File: config.mk
export PLATFORM = sky130hd
export DESIGN_NAME = rsa_core_exp_flat
export DESIGN_NICKNAME = d
export VERILOG_FILES = /design/src/rtl/rsa_core_exp_if.sv /design/src/rtl/rsa_core_exp.sv /design/src/flat_wrapper.sv
export SDC_FILE = /design/constraint.sdc
export NUM_CORES = 1
export LEC_CHECK = 0
export ABC_CLOCK_PERIOD_IN_PS = 6100
export CAP_MARGIN = 15
export CORE_MARGIN = 10
export CORE_UTILIZATION = 45
export DETAILED_ROUTE_END_ITERATION = 12
export HOLD_SLACK_MARGIN = 0.05
export PLACE_DENSITY = 0.74
export SLEW_MARGIN = 20
export SYNTH_ARGS = -nofsm -noshare
export SYNTH_HDL_FRONTEND = slang
export SYNTH_SLANG_ARGS = --single-unit
File: constraint.sdc
create_clock -name exp_clk -period 6.1 [get_ports exp_clk]
set_clock_uncertainty 0.15 [all_clocks]
set_input_delay 0.61 -clock exp_clk [delete_from_list [all_inputs] [get_ports exp_clk]]
set_output_delay 0.61 -clock exp_clk [all_outputs]
set_load 0.01 [all_outputs]
File: src/rtl/rsa_core_exp_if.sv
// Handshake bundle for the modular exponentiation controller.
// It carries the request/result side and the downstream mod-core side.
interface rsa_core_exp_if #(
    parameter int DATA_WIDTH = 8
);
    logic                    exp_start;
    logic [DATA_WIDTH-1:0]   exp_base;
    logic [DATA_WIDTH-1:0]   exp_e;
    logic [DATA_WIDTH-1:0]   exp_n;
    logic                    exp_busy;
    logic                    exp_done;
    logic                    exp_err;
    logic [DATA_WIDTH-1:0]   exp_c;
    logic                    mod_start;
    logic [2*DATA_WIDTH-1:0] mod_a;
    logic [DATA_WIDTH-1:0]   mod_b;
    logic                    mod_done;
    logic                    mod_err;
    logic [DATA_WIDTH-1:0]   mod_c;

    // master is the exponentiation core: it issues mod requests and reports results
    modport master (
        input  exp_start, exp_base, exp_e, exp_n, mod_done, mod_err, mod_c,
        output exp_busy, exp_done, exp_err, exp_c, mod_start, mod_a, mod_b
    );

    modport slave (
        output exp_start, exp_base, exp_e, exp_n, mod_done, mod_err, mod_c,
        input  exp_busy, exp_done, exp_err, exp_c, mod_start, mod_a, mod_b
    );
endinterface

File: src/rtl/rsa_core_exp.sv
// MSB-first square-and-multiply controller computing base^E mod N
// through an external reduction core, one outstanding request at a time.
module rsa_core_exp #(
    parameter int   DATA_WIDTH = 8,
    parameter logic START      = 1'b1
) (
    input  logic           exp_clk,
    input  logic           exp_rst,
    rsa_core_exp_if.master bus
);
    localparam int DW = DATA_WIDTH;
    localparam int IW = (DW > 1) ? $clog2(DW) : 1;
    localparam logic [IW-1:0] IDX_TOP = IW'(DW - 1);

    typedef enum logic [3:0] {
        S_IDLE, S_CHECK, S_RED_REQ, S_RED_WAIT, S_SQ_REQ, S_SQ_WAIT,
        S_MUL_REQ, S_MUL_WAIT, S_NEXT, S_DONE, S_ERROR
    } state_t;

    state_t          state_q, state_d;
    logic [DW-1:0]   base_q, base_d;
    logic [DW-1:0]   e_q, e_d;
    logic [DW-1:0]   n_q, n_d;
    logic [DW-1:0]   r_q, r_d;
    logic [DW-1:0]   b_q, b_d;
    logic [DW-1:0]   c_q, c_d;
    logic            err_q, err_d;
    logic [IW-1:0]   idx_q, idx_d;
    logic [2*DW-1:0] mod_a_q, mod_a_d;
    logic [DW-1:0]   mul_y;
    logic            to_err;

    always_ff @(posedge exp_clk) begin
        if (exp_rst) begin
            state_q <= S_IDLE;
            base_q  <= '0;
            e_q     <= '0;
            n_q     <= '0;
            r_q     <= '0;
            b_q     <= '0;
            c_q     <= '0;
            err_q   <= 1'b0;
            idx_q   <= '0;
            mod_a_q <= '0;
        end else begin
            state_q <= state_d;
            base_q  <= base_d;
            e_q     <= e_d;
            n_q     <= n_d;
            r_q     <= r_d;
            b_q     <= b_d;
            c_q     <= c_d;
            err_q   <= err_d;
            idx_q   <= idx_d;
            mod_a_q <= mod_a_d;
        end
    end

    always_comb begin
        state_d = state_q;
        base_d  = base_q;
        e_d     = e_q;
        n_d     = n_q;
        r_d     = r_q;
        b_d     = b_q;
        c_d     = c_q;
        err_d   = err_q;
        idx_d   = idx_q;
        mod_a_d = mod_a_q;
        mul_y   = '0;
        to_err  = 1'b0;

        case (state_q)
            S_IDLE: begin
                if (bus.exp_start == START) begin
                    base_d  = bus.exp_base;
                    e_d     = bus.exp_e;
                    n_d     = bus.exp_n;
                    err_d   = 1'b0;
                    state_d = S_CHECK;
                end
            end
            S_CHECK: begin
                if (n_q == '0) begin
                    to_err = 1'b1;
                end else begin
                    // x mod 1 is always 0, so the accumulator must start there too
                    r_d     = (n_q == DW'(1)) ? '0 : DW'(1);
                    idx_d   = IDX_TOP;
                    mod_a_d = {{DW{1'b0}}, base_q};
                    state_d = S_RED_REQ;
                end
            end
            S_RED_REQ: state_d = S_RED_WAIT;
            S_RED_WAIT: begin
                if (bus.mod_done) begin
                    if (bus.mod_err) begin
                        to_err = 1'b1;
                    end else begin
                        b_d     = bus.mod_c;
                        state_d = S_SQ_REQ;
                    end
                end
            end
            S_SQ_REQ: state_d = S_SQ_WAIT;
            S_SQ_WAIT: begin
                if (bus.mod_done) begin
                    if (bus.mod_err) begin
                        to_err = 1'b1;
                    end else begin
                        r_d     = bus.mod_c;
                        state_d = e_q[idx_q] ? S_MUL_REQ : S_NEXT;
                    end
                end
            end
            S_MUL_REQ: state_d = S_MUL_WAIT;
            S_MUL_WAIT: begin
                if (bus.mod_done) begin
                    if (bus.mod_err) begin
                        to_err = 1'b1;
                    end else begin
                        r_d     = bus.mod_c;
                        state_d = S_NEXT;
                    end
                end
            end
            S_NEXT: begin
                if (idx_q == '0) begin
                    c_d     = r_q;
                    err_d   = 1'b0;
                    state_d = S_DONE;
                end else begin
                    idx_d   = idx_q - IW'(1);
                    state_d = S_SQ_REQ;
                end
            end
            S_DONE:  state_d = S_IDLE;
            S_ERROR: state_d = S_IDLE;
            default: state_d = S_IDLE;
        endcase

        if (to_err) begin
            state_d = S_ERROR;
            c_d     = '1;
            err_d   = 1'b1;
        end

        // Operand is registered on entry to a REQ state so mod_a holds until mod_done
        if (state_d == S_SQ_REQ || state_d == S_MUL_REQ) begin
            mul_y   = (state_d == S_MUL_REQ) ? b_d : r_d;
            mod_a_d = (2*DW)'(r_d) * (2*DW)'(mul_y);
        end
    end

    assign bus.exp_busy  = !(state_q inside {S_IDLE, S_DONE, S_ERROR});
    assign bus.exp_done  = (state_q == S_DONE) || (state_q == S_ERROR);
    assign bus.exp_err   = err_q;
    assign bus.exp_c     = c_q;
    assign bus.mod_start = state_q inside {S_RED_REQ, S_SQ_REQ, S_MUL_REQ};
    assign bus.mod_a     = mod_a_q;
    assign bus.mod_b     = n_q;
endmodule

File: src/flat_wrapper.sv
// flat-port wrapper written by rule: the top's interface ports become plain ports
module rsa_core_exp_flat 
#(
    parameter int   DATA_WIDTH = 8,
    parameter logic START      = 1'b1
)
  (exp_clk, exp_rst, bus_exp_start, bus_exp_base, bus_exp_e, bus_exp_n, bus_mod_done, bus_mod_err, bus_mod_c, bus_exp_busy, bus_exp_done, bus_exp_err, bus_exp_c, bus_mod_start, bus_mod_a, bus_mod_b);
  rsa_core_exp_if #(.DATA_WIDTH(DATA_WIDTH)) bus_i ();
  input  logic exp_clk;
  input  logic exp_rst;
  input wire logic [$bits(bus_i.exp_start)-1:0] bus_exp_start;
  input wire logic [$bits(bus_i.exp_base)-1:0] bus_exp_base;
  input wire logic [$bits(bus_i.exp_e)-1:0] bus_exp_e;
  input wire logic [$bits(bus_i.exp_n)-1:0] bus_exp_n;
  input wire logic [$bits(bus_i.mod_done)-1:0] bus_mod_done;
  input wire logic [$bits(bus_i.mod_err)-1:0] bus_mod_err;
  input wire logic [$bits(bus_i.mod_c)-1:0] bus_mod_c;
  output wire logic [$bits(bus_i.exp_busy)-1:0] bus_exp_busy;
  output wire logic [$bits(bus_i.exp_done)-1:0] bus_exp_done;
  output wire logic [$bits(bus_i.exp_err)-1:0] bus_exp_err;
  output wire logic [$bits(bus_i.exp_c)-1:0] bus_exp_c;
  output wire logic [$bits(bus_i.mod_start)-1:0] bus_mod_start;
  output wire logic [$bits(bus_i.mod_a)-1:0] bus_mod_a;
  output wire logic [$bits(bus_i.mod_b)-1:0] bus_mod_b;
  assign bus_i.exp_start = bus_exp_start;
  assign bus_i.exp_base = bus_exp_base;
  assign bus_i.exp_e = bus_exp_e;
  assign bus_i.exp_n = bus_exp_n;
  assign bus_i.mod_done = bus_mod_done;
  assign bus_i.mod_err = bus_mod_err;
  assign bus_i.mod_c = bus_mod_c;
  assign bus_exp_busy = bus_i.exp_busy;
  assign bus_exp_done = bus_i.exp_done;
  assign bus_exp_err = bus_i.exp_err;
  assign bus_exp_c = bus_i.exp_c;
  assign bus_mod_start = bus_i.mod_start;
  assign bus_mod_a = bus_i.mod_a;
  assign bus_mod_b = bus_i.mod_b;
  rsa_core_exp #(.DATA_WIDTH(DATA_WIDTH), .START(START)) u_core (.exp_clk(exp_clk), .exp_rst(exp_rst), .bus(bus_i));
endmodule
==> results.md, run 1 <==
- Row cnt: 39
- Routed len/inst: 16.3 um
- #FFs+latches synth: 72
- H-tree Lvls: 3
- Cells after synthesis: 608
- Most used cell, CP: fa_1
- WL final: 14.4 mm
- Drt first pass iters: 5
- Register clock-pin slew on the reported worst setup and hold paths: 0.06 ns
- WS Path Type: reg -> reg
- Post-synth top cells: 82 x nor2_1, 72 x dfxtp_1, 71 x nand2_1
- Post-route minimum period: about 5.9 ns
- Final GP Congestion: 0.956
- CP Data Required Time: between 6 and 7 ns
- Rel. slew slack: 27.2%
- Post-DRT Antenna Nets: 0
- Number of port buffers: between 70 and 80
- Arr. time, crit path: 5.93 ns
- Crit-path max cell delay: ~0.53 ns
- Post-Synth Simple-Gate Area: a little over a fifth
- Mapped Area: about 0.0053 mm2
- # setup viols final: 0
- Syn Nets: 719
- Most frequent cell after synthesis: nor2_1
- First DRT Iteration DRCs: 354
- Fin crit share: 96.6%
- Syn-to-layout area delta: 31.7%
- Total track usage: about 17%
- Yosys top cell by area: dfxtp_1
- RSZ-0062 raised after global routing: yes
- Fill cell count: 975
- CP Capture Type: register
- CP max FO: 5
- Hold-fix buffers, CTS: 0
- Post-route core utilization: approximately three fifths
- Die area: 0.0166 mm2
- Largest net degree at the start of global routing: 71
- Yosys warns: 0
- Post-Syn Area per Cell: about 9 um2
- CTS max path bufs: 2
- HPWL after detailed placement: ~11 mm
- Die H: 129 um
- Vias in the first global route: between 4,000 and 5,000
- Total core area: ~0.012 mm2
- IR drop worst, VDD: 188 uV
- Tightest Pin Transition: ~1.1 ns
- CTS Buf Count: 9
- Worst path buffer plus inverter count: 6
- CTS tree: built
- Seq/Total Area, Yosys: between 20% and 30%
- Leakage: 0.00301 uW
- Antenna Cells: 0
- Pre-CTS setup slack: -0.329 ns
- I/O Pins: 73
- Root buf cell: clkbuf_16
- Worst setup margin: about 0.21 ns
- Initial core utilization: 46.2%
- Ys flop type: dfxtp_1
- Post-synth EDFFs: 0
- First-pass GRT wire length: between 20 and 25 mm
- Largest delay share family, worst path: adder cells
- Synth Area in Compound Gates: 15.5%
- WHS: between 0.3 and 0.4 ns
- Worst-path cell chain: mux4_2 -> mux2i_4 -> nor4_4 -> buf_6 -> buf_4 -> mux2_4 -> buf_4 -> or2_1 -> fa_1 -> inv_2 -> fa_1 -> ha_1 -> inv_1 -> fa_1 -> inv_1 -> ha_1 -> nor2b_1 -> o31a_1 -> o21ai_1 -> or3b_2 -> o211ai_1 -> a21oi_1
- Synth top area cells: dfxtp_1 27%, fa_1 14%, ha_1 8.9%
- XOR/XNOR Fraction of Synth Area: 1.32%
- Die width: between 100 and 150 um
- Via total after detailed routing: 4,752
- Synth top area share: 27.1%
- Initial antenna violation count: 0
- Largest family of logic cells by synthesized area: adder cells
- Status: completed
- Max Transition Viols Final: 0
- Worst min-delay path class: reg -> reg
- Routed vias/inst: about 5.4
- PwrDens: around 270 mW/mm2
- Slowest CP cell: mux4_2
- Worst-Skew Late Latency: approximately 0.33 ns
- Peak Freq: about 170 MHz
- Synth unique cells: 73
- Post-synthesis mux area share: 6.24%
- Clock sinks: 72
- Startpoint types: register
- Async SR Flop Fraction: 0%
- Grt ovf: 0
- Share of cells above drive strength 1: approximately 18%
- Fin. Hold Viols: 0
- Max-cap viol count: 0
- Nets: 847
- Number of remaining DRC errors: 0
- Fraction of the mapped netlist area in adder cells: between 20% and 30%
[kinds of logic after synthesis]
group / Yosys count
compound gates: 120
xor+xnor: 8
fa+ha+maj: 74
buf+inv: 79
flops: 72
mux: 26
simple gates: 229
[worst reg2reg max path, delay by kind of cell, from the launching register on]
family / cells / cell delay [ns]
AO/OA/AOI/OAI: 4 / 0.60
buffers and inverters: 6 / 0.60
AND/OR/NAND/NOR: 4 / 0.95
flip-flops: 1 / 0.37
adder cells (fa/ha/maj): 5 / 1.97
multiplexers: 3 / 1.11
[metal layers]
layer  wire [um]  vias to the layer above  global-route usage, %
li1            -                     2319                      -
met1        6420                     2273                   21.8
met2        6980                      135                   29.4
met3         751                       25                   3.74
met4         248                        0                   5.22
met5           0                        -                      0
[registers in the layout, summed over array words and instances (netlist names)]
name                cells
u_core.idx_q            3
u_core.r_q              8
u_core.bus.mod_b        8
u_core.bus.mod_a       16
u_core.bus.exp_err      1
u_core.bus.exp_c        8
u_core.e_q              8
u_core.base_q           8
u_core.b_q              8
u_core.state_q          4
[worst paths after layout]
path               startpoint  slack (ns)                   to  cells past startpoint
max           u_core.idx_q[0]        0.21  u_core.bus.mod_a[9]                     22
min          u_core.base_q[5]        0.31     u_core.base_q[5]                      2
max reg2reg   u_core.idx_q[0]        0.21  u_core.bus.mod_a[9]                     22
min reg2reg  u_core.base_q[5]        0.31     u_core.base_q[5]                      2
[cell usage in the layout, fill, tap and decap left out, types with 3 or more instances in the layout]
master,synthesis,layout
mux2_4,5,5
a21oi_1,55,55
nand2_1,71,71
inv_1,52,51
nor2_1,82,82
fa_1,36,36
nand2b_1,8,8
nor3_1,7,6
clkdlybuf4s50_1,0,71
buf_4,2,69
mux2i_1,17,16
xnor2_1,7,7
or2_1,5,5
o21ai_2,3,4
a311oi_2,3,3
clkbuf_16,0,9
a22oi_1,6,6
dfxtp_1,72,71
a21o_1,9,9
o21ai_1,0,3
o21a_1,3,3
nand3_1,17,17
o21ai_0,12,8
nor2b_1,5,4
ha_1,38,37
clkinvlp_4,0,3
nand3b_1,5,5
[timing repair]
| item | CTS | global route |
|---|---|---|
| gates resized for setup | 1 | 20 |
| endpoints found under the setup margin | 1 | 7 |
| cloned | 0 | 1 |
| buffers inserted | 0 | 5 |
| pin swaps | 0 | 4 |
[cell type report]
type / count / area [um2] / share of cell area (%)
sequential: 72 / 1450 / 20.6
tap: 143 / 179 / 2.55
multi-input combinational: 457 / 3590 / 51.3
clock buffer: 10 / 229 / 3.27
inverter: 52 / 195 / 2.79
timing repair buffer: 144 / 1270 / 18.1
clock inverter: 6 / 91.3 / 1.30
[power by group]
group | internal, uW | switching (uW)
combinational | 331 | 389
clock | 360 | 214
sequential | 551 | 55.5
total | 1240 | 659
[metrics by stage]
step / total power (uW) / cells / instance area, um2 / TNS [ns]
finish: 1900 / 884 / 7000 / 0
global route: 2000 / 884 / 7000 / -0.0749
CTS: 1880 / 878 / 6910 / 0
detailed placement: 1310 / 862 / 6590 / -1.39
global placement: 1290 / 862 / 6590 / -0.944
floorplan: 1050 / 608 / 5320 / 0
(Power assumes the default switching activity.)
==> run 2: changes to the inputs <==
--- a/config.mk
+++ b/config.mk
@@ -12,6 +12,7 @@
 export DETAILED_ROUTE_END_ITERATION = 12
 export HOLD_SLACK_MARGIN = 0.05
 export PLACE_DENSITY = 0.74
+export SKIP_LAST_GASP = 1
 export SLEW_MARGIN = 20
 export SYNTH_ARGS = -nofsm -noshare
 export SYNTH_HDL_FRONTEND = slang
==> results.md, run 2 (synthesized netlist as in run 1, its figures left out) <==
- Slowest CP cell: fa_1
- I/O Pins: 73 (unchanged)
- Worst min-delay path class: reg -> reg
- Die width: 129 um (unchanged)
- Register clock-pin slew on the reported worst setup and hold paths: 0.06 ns (about the same)
- First-pass GRT wire length: 24.0 mm (unchanged)
- CTS Buf Count: 9 (unchanged)
- RSZ-0062 raised after global routing: yes
- Most used cell, CP: buf_4
- H-tree Lvls: 3 (unchanged)
- Crit path from: bus_mod_done
- Die H: 129 um (unchanged)
- Share of cells above drive strength 1: 17.7% (-0.13 points)
- Antenna Cells: 0 (unchanged)
- CTS tree: built
- Placed Area: 0.00659 mm2 (unchanged)
- Via total after detailed routing: 4,747 (-0.11%)
- Number of port buffers: 72 (unchanged)
- Fin. Hold Viols: 0 (unchanged)
- Max Transition Viols Final: 0 (unchanged)
- Nets: 847 (unchanged)
- CP max FO: 5 (unchanged)
- Status: completed
- Fin crit share: 97.4% (+0.79 points)
- Final GP Congestion: 0.956 (unchanged)
- First DRT Iteration DRCs: 312 (-12%)
- CP Data Required Time: 6.18 ns (+0.04 ns)
- Peak Freq: 168 MHz (-0.81%)
- Grt ovf: 0 (unchanged)
- WL final: 14.3 mm (-0.43%)
- Fin cells: 884 (unchanged)
- Syn-to-layout area delta: 31.5%
- Leakage: 0.00301 uW (about the same)
- PwrDens: 271 mW/mm2 (about the same)
- CTS max path bufs: 2 (unchanged)
- Die area: 0.0166 mm2 (unchanged)
- Most frequent cells in the layout: 82 x nor2_1, 71 x nand2_1, 71 x clkdlybuf4s50_1, 71 x dfxtp_1, 69 x buf_4
- Routed vias/inst: 5.37 (-0.11%)
- Tightest Pin Transition: 1.09 ns (+0.000504 ns)
- Row cnt: 39 (unchanged)
- Max reg flops: 16 (unchanged)
- Post-DRT Antenna Nets: 0 (unchanged)
- Vias in the first global route: 4,928 (unchanged)
- Startpoint types: primary input
- WS Path Type: in -> reg
- Rel. slew slack: 27.2% (-0.034 points)
- Initial antenna violation count: 0 (unchanged)
- Commonest non-fill, non-tap cell in the layout: nor2_1
- Number of remaining DRC errors: 0 (unchanged)
- Fill cell count: 973 (-0.21%)
- Clock sinks: 72 (unchanged)
- Arr. time, crit path: 6.02 ns (+0.09 ns)
- Largest net degree at the start of global routing: 71 (unchanged)
- Root buf cell: clkbuf_16
- Hold Crit Start: u_core.base_q[0]
- Final Instance Area: 0.00699 mm2 (-0.16%)
- HPWL after detailed placement: 11.2 mm (unchanged)
- Worst-Skew Late Latency: 0.33 ns (about the same)
- # setup viols final: 0 (unchanged)
- Total core area: 0.0115 mm2 (unchanged)
- WHS: 0.310 ns (-0.000419 ns)
- IR drop worst, VDD: 187 uV (-0.21%)
- CP Capture Type: register
- Post-route minimum period: 5.94 ns (+0.0480 ns)
- Max-cap viol count: 0 (unchanged)
- Crit-path max cell delay: 0.55 ns (+0.02 ns)
- Routed len/inst: 16.2 um (-0.43%)
- DP Cell Count: 862 (unchanged)
- Pre-CTS setup slack: -0.329 ns (unchanged)
- Drt first pass iters: 5 (unchanged)
- Worst-path cell chain: clkdlybuf4s50_1 -> buf_4 -> nand2b_1 -> buf_4 -> nor2_2 -> buf_4 -> a22o_1 -> o21ai_2 -> buf_4 -> nor2_1 -> fa_1 -> fa_1 -> fa_1 -> inv_1 -> fa_1 -> inv_1 -> ha_1 -> buf_4 -> o21a_1 -> o221ai_1 -> a311oi_1 -> xnor2_1 -> o31ai_1
- Initial core utilization: 46.2% (unchanged)
- Worst setup margin: 0.161 ns (-0.0480 ns)
- Total track usage: 17.4% (unchanged)
- FF-to-FF Start: u_core.idx_q[0]
- Total power: 1900 uW (-0.19%)
[run 2: cell count changes in the layout (fill, tap and decap cells not counted)]
cell / previous run / this run
nor2_2: 0 / 1
nor2_4: 1 / 0
o21ai_0: 8 / 9
o21ai_1: 3 / 2
o221ai_1: 0 / 1
o221ai_2: 1 / 0
[run 2: layer usage]
layer / routed length (um) / track usage [%]
met1: 6400 / 21.8
met2: 6950 / 29.4
met3: 744 / 3.74
met4: 251 / 5.22
met5: 0 / 0
[run 2: timing repair]
item	4_1_cts	5_1_grt
hold buffers	0	0
gates resized for setup	1	17
endpoints found under the hold margin	0	0
setup buffers	0	5
setup endpoints to repair	1	7
gates cloned	0	1
pin swaps	0	4
[run 2: final timing paths]
kind	to	slack, ns	depth (start not counted)
max	u_core.bus.mod_a[15]	0.16	23
min	u_core.base_q[0]	0.31	2
max reg2reg	u_core.bus.mod_a[15]	0.17	21
min reg2reg	u_core.base_q[0]	0.31	2
[run 2: final cells by class]
type | count | area (um2) | share of cell area, %
clock buffers | 10 | 229 | 3.27
repair buffers | 144 | 1270 | 18.2
inverters | 52 | 195 | 2.79
clock inverters | 6 | 91.3 | 1.31
flip-flops and latches | 72 | 1450 | 20.7
well taps | 143 | 179 | 2.56
multi-input cells | 457 | 3580 | 51.2
[run 2: where the power goes]
part,internal [uW],total (uW),switching (uW)
combinational,330,718,387
sequential,551,607,56.0
clock,360,572,212
[run 2: worst max-delay path, delay by kind of cell]
family	cells	cell delay [ns]
AOI/OAI and AO/OA	6	1.16
xor gates and xnor gates	1	0.12
adders and majority gates	5	2.33
buffers and inverters	8	1.32
and+or+nand+nor	3	0.48
[run 2: metrics by stage]
step | TNS (ns) | utilization [%]
floorplan | 0 | -
global placement | -0.944 | 57.2
detailed placement | -1.39 | 57.2
CTS | 0 | 60.0
global route | -0.163 | 60.7
finish | 0 | 60.7
==> run 3: changes to the inputs <==
--- a/config.mk
+++ b/config.mk
@@ -9,6 +9,7 @@
 export CAP_MARGIN = 15
 export CORE_MARGIN = 10
 export CORE_UTILIZATION = 45
+export CTS_CLUSTER_SIZE = 30
 export DETAILED_ROUTE_END_ITERATION = 12
 export HOLD_SLACK_MARGIN = 0.05
 export PLACE_DENSITY = 0.74
==> results of run 3 <==
The final DEF is identical to that of run 2; final timing and power are the same.
